<file path="src/rtl/i2s_audio_transmitter_if.sv">
// Sample handshake between an audio source and the I2S transmitter.
//   audio       : signed sample, two's complement
//   audio_valid : source has a sample this cycle
//   audio_ready : transmitter holding register is empty
// A transfer happens on a clock edge where audio_valid and audio_ready are both high.
interface i2s_audio_transmitter_if #(
   parameter int unsigned WIDTH = 32
);
   logic [WIDTH-1:0] audio;
   logic             audio_valid;
   logic             audio_ready;

   modport master (output audio, output audio_valid, input audio_ready);
   modport slave  (input audio, input audio_valid, output audio_ready);
endinterface

</file>
<file path="src/rtl/i2s_audio_transmitter.sv">
// Philips I2S transmitter: serializes accepted samples into alternating left and right slots.
// Data is sent MSB first, one bclk after each lrclk edge. The bit clock is divided down from clock.
//   clock, reset : system clock and synchronous active-high reset
//   src          : sample handshake (slave side)
//   bclk         : I2S bit clock
//   lrclk        : word select, 0 = left, 1 = right
//   sdata        : serial data, changes only on the cycle bclk falls
//   underrun     : one-clock pulse when a slot starts with no sample held
module i2s_audio_transmitter #(
   parameter int unsigned WIDTH    = 32,
   parameter int unsigned BCLK_DIV = 4
) (
   input  logic                   clock,
   input  logic                   reset,
   i2s_audio_transmitter_if.slave src,
   output logic                   bclk,
   output logic                   lrclk,
   output logic                   sdata,
   output logic                   underrun
);

   localparam int unsigned FRAME = 2 * WIDTH;
   localparam int unsigned B_W   = (FRAME > 1) ? $clog2(FRAME) : 1;
   localparam int unsigned DIV_W = (BCLK_DIV > 1) ? $clog2(BCLK_DIV) : 1;

   typedef enum logic {IDLE, RUN} state_t;

   state_t             state_q, state_d;
   logic [DIV_W-1:0]   div_cnt_q, div_cnt_d;
   logic [B_W-1:0]     b_q, b_d;
   logic               bclk_q, bclk_d;
   logic               lrclk_q, lrclk_d;
   logic               sdata_q, sdata_d;
   logic               underrun_q, underrun_d;
   logic [WIDTH-1:0]   hold_q, hold_d;
   logic               hold_valid_q, hold_valid_d;
   logic [WIDTH-1:0]   shreg_q, shreg_d;
   logic               ready_q, ready_d;

   logic               accept;
   logic [B_W-1:0]     b_new;
   logic [B_W-1:0]     b_ahead;

   // Next-state and output decode
   always_comb begin
      state_d      = state_q;
      div_cnt_d    = div_cnt_q;
      b_d          = b_q;
      bclk_d       = bclk_q;
      lrclk_d      = lrclk_q;
      sdata_d      = sdata_q;
      underrun_d   = 1'b0;
      hold_d       = hold_q;
      hold_valid_d = hold_valid_q;
      shreg_d      = shreg_q;
      b_new        = b_q;
      b_ahead      = b_q;

      accept = src.audio_valid && ready_q;

      case (state_q)
         IDLE: begin
            if (accept) begin
               state_d = RUN;
            end
         end
         RUN: begin
            if (div_cnt_q == DIV_W'(BCLK_DIV - 1)) begin
               div_cnt_d = '0;
               bclk_d    = ~bclk_q;
               // Falling bclk: advance bit index and drive the next data bit
               if (bclk_q) begin
                  b_new   = (b_q == B_W'(FRAME - 1)) ? '0 : b_q + B_W'(1);
                  b_ahead = (b_new == B_W'(FRAME - 1)) ? '0 : b_new + B_W'(1);
                  b_d     = b_new;
                  // Word select leads the slot MSB by one bclk
                  lrclk_d = (b_ahead >= B_W'(WIDTH));
                  if ((b_new == '0) || (b_new == B_W'(WIDTH))) begin
                     if (hold_valid_q) begin
                        shreg_d      = hold_q;
                        hold_valid_d = 1'b0;
                     end else begin
                        shreg_d    = '0;
                        underrun_d = 1'b1;
                     end
                  end else begin
                     shreg_d = shreg_q << 1;
                  end
                  sdata_d = shreg_d[WIDTH-1];
               end
            end else begin
               div_cnt_d = div_cnt_q + DIV_W'(1);
            end
         end
         default: state_d = IDLE;
      endcase

      // Accept never coincides with a load: a load needs a full register, accept an empty one
      if (accept) begin
         hold_d       = src.audio;
         hold_valid_d = 1'b1;
      end

      ready_d = ~hold_valid_d;
   end

   // State registers
   always_ff @(posedge clock) begin
      if (reset) begin
         state_q      <= IDLE;
         div_cnt_q    <= '0;
         b_q          <= B_W'(FRAME - 1);
         bclk_q       <= 1'b0;
         lrclk_q      <= 1'b0;
         sdata_q      <= 1'b0;
         underrun_q   <= 1'b0;
         hold_q       <= '0;
         hold_valid_q <= 1'b0;
         shreg_q      <= '0;
         ready_q      <= 1'b1;
      end else begin
         state_q      <= state_d;
         div_cnt_q    <= div_cnt_d;
         b_q          <= b_d;
         bclk_q       <= bclk_d;
         lrclk_q      <= lrclk_d;
         sdata_q      <= sdata_d;
         underrun_q   <= underrun_d;
         hold_q       <= hold_d;
         hold_valid_q <= hold_valid_d;
         shreg_q      <= shreg_d;
         ready_q      <= ready_d;
      end
   end

   assign bclk            = bclk_q;
   assign lrclk           = lrclk_q;
   assign sdata           = sdata_q;
   assign underrun        = underrun_q;
   assign src.audio_ready = ready_q;

endmodule
</file>
<file path="src/flat_wrapper.sv">
// flat-port wrapper written by rule: the top's interface ports become plain ports
module i2s_audio_transmitter_flat 
#(
   parameter int unsigned WIDTH    = 32,
   parameter int unsigned BCLK_DIV = 4
)
  (clock, reset, bclk, lrclk, sdata, underrun, src_audio, src_audio_valid, src_audio_ready);
  i2s_audio_transmitter_if #(.WIDTH(WIDTH)) src_i ();
  input  logic clock;
  input  logic reset;
  output logic bclk;
  output logic lrclk;
  output logic sdata;
  output logic underrun;
  input wire logic [$bits(src_i.audio)-1:0] src_audio;
  input wire logic [$bits(src_i.audio_valid)-1:0] src_audio_valid;
  output wire logic [$bits(src_i.audio_ready)-1:0] src_audio_ready;
  assign src_i.audio = src_audio;
  assign src_i.audio_valid = src_audio_valid;
  assign src_audio_ready = src_i.audio_ready;
  i2s_audio_transmitter #(.WIDTH(WIDTH), .BCLK_DIV(BCLK_DIV)) u_core (.clock(clock), .reset(reset), .src(src_i), .bclk(bclk), .lrclk(lrclk), .sdata(sdata), .underrun(underrun));
endmodule
</file>
<file path="config.mk">
export PLATFORM = sky130hd
export DESIGN_NAME = i2s_audio_transmitter_flat
export DESIGN_NICKNAME = d
export VERILOG_FILES = /design/src/rtl/i2s_audio_transmitter_if.sv /design/src/rtl/i2s_audio_transmitter.sv /design/src/flat_wrapper.sv
export SDC_FILE = /design/constraint.sdc
export NUM_CORES = 1
export LEC_CHECK = 0
export ABC_AREA = 1
export CORE_ASPECT_RATIO = 1.2
export CORE_MARGIN = 2
export CORE_UTILIZATION = 40
export CTS_CLUSTER_DIAMETER = 30
export DETAILED_ROUTE_END_ITERATION = 10
export PLACE_DENSITY = 0.72
export SKIP_LAST_GASP = 1
export SLEW_MARGIN = 20
export SYNTH_ARGS = -nofsm -noshare
export SYNTH_HDL_FRONTEND = slang
export SYNTH_SLANG_ARGS = --single-unit
export TNS_END_PERCENT = 100
</file>
<file path="constraint.sdc">
create_clock -name clock -period 2.1 [get_ports clock]
set_input_delay 0.42 -clock clock [delete_from_list [all_inputs] [get_ports clock]]
set_output_delay 0.42 -clock clock [all_outputs]
set_load 0.005 [all_outputs]
</file>
* After elaboration in Yosys (flattened, before gate mapping)
Cells that the tools add are included.
** Operators by class
- Add/subtract/negate cells :: 3
- Multipliers :: 0
- Div/mod/pow operators :: 0
- Magnitude comparators :: 1
- Eq/ne operators :: 4
- Shift operators :: 0
- Multiplexer cells :: 13
- Bitwise operators :: 5
- Reduce and logical (&&, ||, !) cells :: 6
** Operators with widths (number)
- two-way mux 32 bit :: 2
- equality test 6 bit, second input constant :: 3
- adder 6 x 1 -> 6 bit, second input constant :: 2
- two-way mux 6 bit :: 2
- two-way mux 1 bit :: 8
- greater-or-equal comparator 6 bit, second input constant :: 1
- logical NOT 6 bit :: 1
- NOT 1 bit :: 5
- OR reduction 5 bit :: 1
- AND reduction 3 bit :: 1
- adder 2 x 1 -> 2 bit, second input constant :: 1
- equality test 2 bit, second input constant :: 1
- two-way mux 2 bit :: 1
- AND reduction 2 bit :: 1
- logical AND 1 bit :: 1
- logical OR 1 bit :: 1
** Word-level totals
- Register bits after elaboration :: 78
- Bits in latches :: 0
- Bits in writable memories :: 0
- ROM bits :: 0
- Output and inout bits :: 5
- Word-level logic and storage cells :: 43
- Memories kept :: 0

* Logic depth before layout (Yosys ltp)
Gate-level depths: netlist (run 1).
- Depth in word-level cells :: 10
- Depth in mapped cells :: 10
- Mapped depth without buffers :: 10

* Least setup slack after synthesis (run 1)
OpenSTA, ideal clock, no wires.
- Path type :: reg-to-reg
- Start :: register u_core.b_q[0]
- End :: register u_core.shreg_q[25]
- Setup time :: 0.113 ns
- Data arrival time :: 1.411 ns
- Required time :: 1.987 ns
- Path slack :: 0.576 ns
- Stages on the path, launching flop included :: 10
- Clock period less this slack :: 1.524 ns
- Path through :: dfxtp_1 > ha_1 > nand3_2 > nand2_1 > nand2_2 > nor2_8 > buf_4 > nand3_1 > nand3_1 > nand2_1
** Between the ends
- Cells in the longest elaborated chain, start to end :: 5
** Ends and longest elaborated chain
- start: declaration :: line i2s_audio_transmitter.sv:30 : logic [B_W-1:0] b_q, b_d;
- start signal: assignment :: line i2s_audio_transmitter.sv:112 : b_q <= B_W'(FRAME - 1);
- adder 6 x 1 -> 6 bit / equality test 6 bit (equally long branches) :: line i2s_audio_transmitter.sv:73 : b_new = (b_q == B_W'(FRAME - 1)) ? '0 : b_q + B_W'(1);
- two-way mux 6 bit (*) :: line i2s_audio_transmitter.sv:73
- equality test 6 bit / logical NOT 6 bit (equally long branches) :: line i2s_audio_transmitter.sv:78 : if ((b_new == '0) || (b_new == B_W'(WIDTH))) begin
- logical OR 1 bit (*) :: line i2s_audio_transmitter.sv:78
- two-way mux 32 bit (*) :: line i2s_audio_transmitter.sv:78
- end signal: assignment :: line i2s_audio_transmitter.sv:131 : shreg_q <= shreg_d;
- end: declaration :: line i2s_audio_transmitter.sv:37 : logic [WIDTH-1:0] shreg_q, shreg_d;
Mark *: on every way between the ends. The rest lies on a longest branch, timed or not.
A chain may end at the register's enable or synchronous reset.

* Worst setup path in the final report (run 1)
- Start :: register u_core.b_q[1]
- End :: register u_core.shreg_q[20]
The elaborated chain is that of the path after synthesis.

==> key figures, run 1 <==
Run status
  • Status: finished clean

Global routing
  • Largest net degree at the start of global routing: 36
  • Grt total ovfl: 0
  • Vias in the first global route: 2839
  • Gr usage total: 16.27%
  • First-pass GRT wire length: 12260 um
  • Initial antenna violation count: 0

Timing
  • Max Clock Freq: 527.8 MHz
  • Rel. slew slack: 66.82%
  • Worst-Margin Slew: 0.4971 ns
  • Period utilisation layout: 90.23%
  • Pins Over Slew Limit: 0
  • RSZ-0062 raised after global routing: no
  • Skew final: 0.009792 ns
  • Setup violators final: 0
  • Final Critical Period: 1.895 ns
  • Setup TNS: 0 ns
  • Final Hold Fails: 0

Clock network
  • Cts hold-fix bufs: 0
  • Clock Latency Late Sink: 0.35 ns
  • # Post-CTS Setup Buffers: 0
  • Max Root-Sink Buffers: 2
  • Cts bufs inserted: 9
  • Clock Sinks: 78
  • Worst-path clk slew: 0.08 ns
  • Post-CTS resize count: 0
  • CTS tree: yes
  • H-tree depth: 3
  • Root buf cell: clkbuf_8

Min path
  • Worst min path class: reg -> reg
  • Hold path depth: 2

Route
  • # DRC: 0
  • 1st-iter DRT viols: 195
  • WL/cell: 10.89 um
  • DR vias/cell: 4.669
  • Final wirelength: 7198 um
  • Vias: 3086
  • First-pass DRT Iterations: 5
  • Post-route ant nets: 0

Power and ir drop
  • Comb power frac: 7.9%
  • LEAKAGE: 1.942 nW
  • Peak supply drop: 0.4883 mV
  • Internal power: 0.002445 W
  • Seq pwr share: 49.9%
  • Pwr/cell area: 752.8 mW/mm^2
  • Sw frac: 22.46%
  • Clock network power share: 42.1%
  • NetSw: 0.0007080 W

Die
  • Initial Utilization: 40.70%
  • Total die area: 0.009432 mm^2
  • Rows: 37
  • Top Ports: 40
  • Core Region: 0.008518 mm^2
  • Die Width: 88.99 um
  • Die span in y: 106.0 um

Cells and area
  • Layout area overhead: 20.79%
  • Final cell count without fillers: 661
  • Final nets: 577
  • Antenna cells: 0
  • Fill cells: 877
  • Layout cell share with drive strength beyond 1: 7.353%
  • Register area: 0.001562 mm^2
  • Area of the multi-input gates: 0.001587 mm^2

Critical path
  • Critical path type: reg -> reg
  • WP data required: 2.39 ns
  • WP data arrival: 2.18 ns
  • Crit. End Element: flip-flop
  • Crit-path most repeated cell: nand2_1
  • Crit start category: flip-flop
  • CP max stage delay: 0.44 ns
  • CP Max Fanout: 30
  • Reg2Reg Depth: 9
  • Worst path cell trace: ha_1 -> nand3_2 -> nand2_1 -> nand2_2 -> nor2_8 -> nand2_4 -> nand2_1 -> nand3_1 -> nand2_1
  • Slowest CP cell: dfxtp_1

Yosys
  • Synth Net Count: 542
  • Register area share after synthesis: 45.04%
  • Synth Cell Area: 0.003467 mm^2
  • Mapped Cells: 504
  • Syn avg cell area: 6.879 um^2
  • Ys Warns: 0
  • Count of cell types in the netlist: 28
  • Synth Register Bits: 78

Place
  • GP Congestion: 0.8454
  • Placed Cells incl. Taps: 645
  • Hpwl dp: 4981 um
  • Port Buffers: 39

Flow run
  • Max Cap Viol: 0
power by group through the flow:
stage | Sequential (W) | Clock (W) | Combinational, W
6_report | 0.00157 | 0.00133 | 0.000250
5_1_grt | 0.00158 | 0.00141 | 0.000287
4_1_cts | 0.00157 | 0.00134 | 0.000255
3_5_place_dp | 0.00161 | 0 | 0.000254
3_3_place_gp | 0.00161 | 0 | 0.000250
2_1_floorplan | 0.00160 | 0 | 0.000150
layout make-up:
type	instances	share of cell area, %
well taps	117	3.496
multi-input cells	354	37.88
clock inverters	7	2.689
clock buffers	9	2.958
flip-flops and latches	78	37.29
inverters	43	3.854
repair buffers	53	11.83
path summary, 6_finish.rpt:
check	startpoint	end	slack, ns
max reg2reg	u_core.b_q[1]$_SDFFE_PP1P_	u_core.shreg_q[20]$_SDFFE_PP0P_	0.21
min	u_core.shreg_q[11]$_SDFFE_PP0P_	u_core.shreg_q[11]$_SDFFE_PP0P_	0.45
min reg2reg	u_core.shreg_q[11]$_SDFFE_PP0P_	u_core.shreg_q[11]$_SDFFE_PP0P_	0.45
max	u_core.b_q[1]$_SDFFE_PP1P_	u_core.shreg_q[20]$_SDFFE_PP0P_	0.21
per-stage QoR:
step | instance area, um^2 | util (%) | worst slack [ns] | total power [W] | hold WS [ns]
floorplan | 3467 | - | 0.5756 | 0.001745 | 0.4258
global placement | 3951 | 46.39 | 0.2484 | 0.001857 | 0.4362
detailed placement | 3951 | 46.39 | 0.2184 | 0.001862 | 0.4419
CTS | 4188 | 49.16 | 0.1854 | 0.003173 | 0.4570
global route | 4188 | 49.16 | 0.03665 | 0.003282 | 0.4726
finish | 4188 | 49.16 | 0.2052 | 0.003153 | 0.4550
flip-flops by register name (all words and copies together), names as in the netlist, 2 cells and up:
name / count
u_core.shreg_q: 31
u_core.b_q: 6
u_core.hold_q: 32
u_core.div_cnt_q: 2
metal layers:
layer | part of all wire [%] | track usage, % | vias up
met3 | 3.2 | 3.339 | 13
met2 | 48 | 27.19 | 50
li1 | - | - | 1654
met1 | 47 | 20.00 | 1369
met5 | 0 | 0 | -
met4 | 2.2 | 6.930 | 0
worst max-delay path, delay by kind of cell, from the launching register on:
family        cells  cell delay [ns]
simple gates      8             1.10
fa+ha+maj         1             0.31
flops             1             0.44
synthesized netlist by cell type:
master      n  area, um^2
inv_1      42       157.7
nand2_4     2       22.52
nor3_1      1       5.000
o211ai_1    1       7.510
dfxtp_1    78        1562
o21a_1      1       7.510
clkbuf_1   15       56.30
buf_4       6       45.04
nand4_1     2       12.51
nand2_1   150       563.0
a22oi_1     2       15.01
nor2_2      1       6.260
nand2_2     2       12.51
nand3b_1    1       7.510
or2_2       1       6.260
buf_2       5       25.02
a21oi_1     5       25.02
a32oi_1     1       8.760
nand3_2     1       10.01
o21ai_0    33       165.2
nand3_1    70       350.3
nor2_1     74       277.8
buf_6       3       33.78
clkinv_1    1       3.750
o22ai_1     1       6.260
nor2_8      1       20.02
nand3_4     1       17.52
ha_1        3       37.54
layout by cell type (no fill, tap or decap), drive strengths merged:
cell type and n:
a21oi 5, a22oi 2, a32oi 1, buf 14, bufinv 3, clkbuf 9
clkdlybuf4s50 39, clkinv 4, clkinvlp 1, dfxtp 78, ha 3, inv 42
nand2 154, nand3 72, nand3b 1, nand4 2, nor2 76, nor3 1
o211ai 1, o21a 1, o21ai 33, o22ai 1, or2 1
cell families after synthesis:
| family | after synthesis | share of synthesized area (%) |
|---|---|---|
| and+or+nand+nor | 307 | 37.82 |
| DFF | 78 | 45.04 |
| buffers and inverters | 72 | 9.274 |
| AOI/OAI and AO/OA | 44 | 6.785 |
| adders and majority gates | 3 | 1.083 |
No activity file was read; power rests on OpenSTA's default activity.
==> run 2, diff against run 1 <==
Settings changed: CTS_BUF_LIST set to sky130_fd_sc_hd__clkbuf_8.
==> results of run 2 <==
No change in the layout: final DEF, timing and power equal those of run 1.
==> run 3, diff against run 2 <==
Settings changed: SLEW_MARGIN 20 to 5.
==> results of run 3 <==
No change in the layout: final DEF, timing and power equal those of run 1.
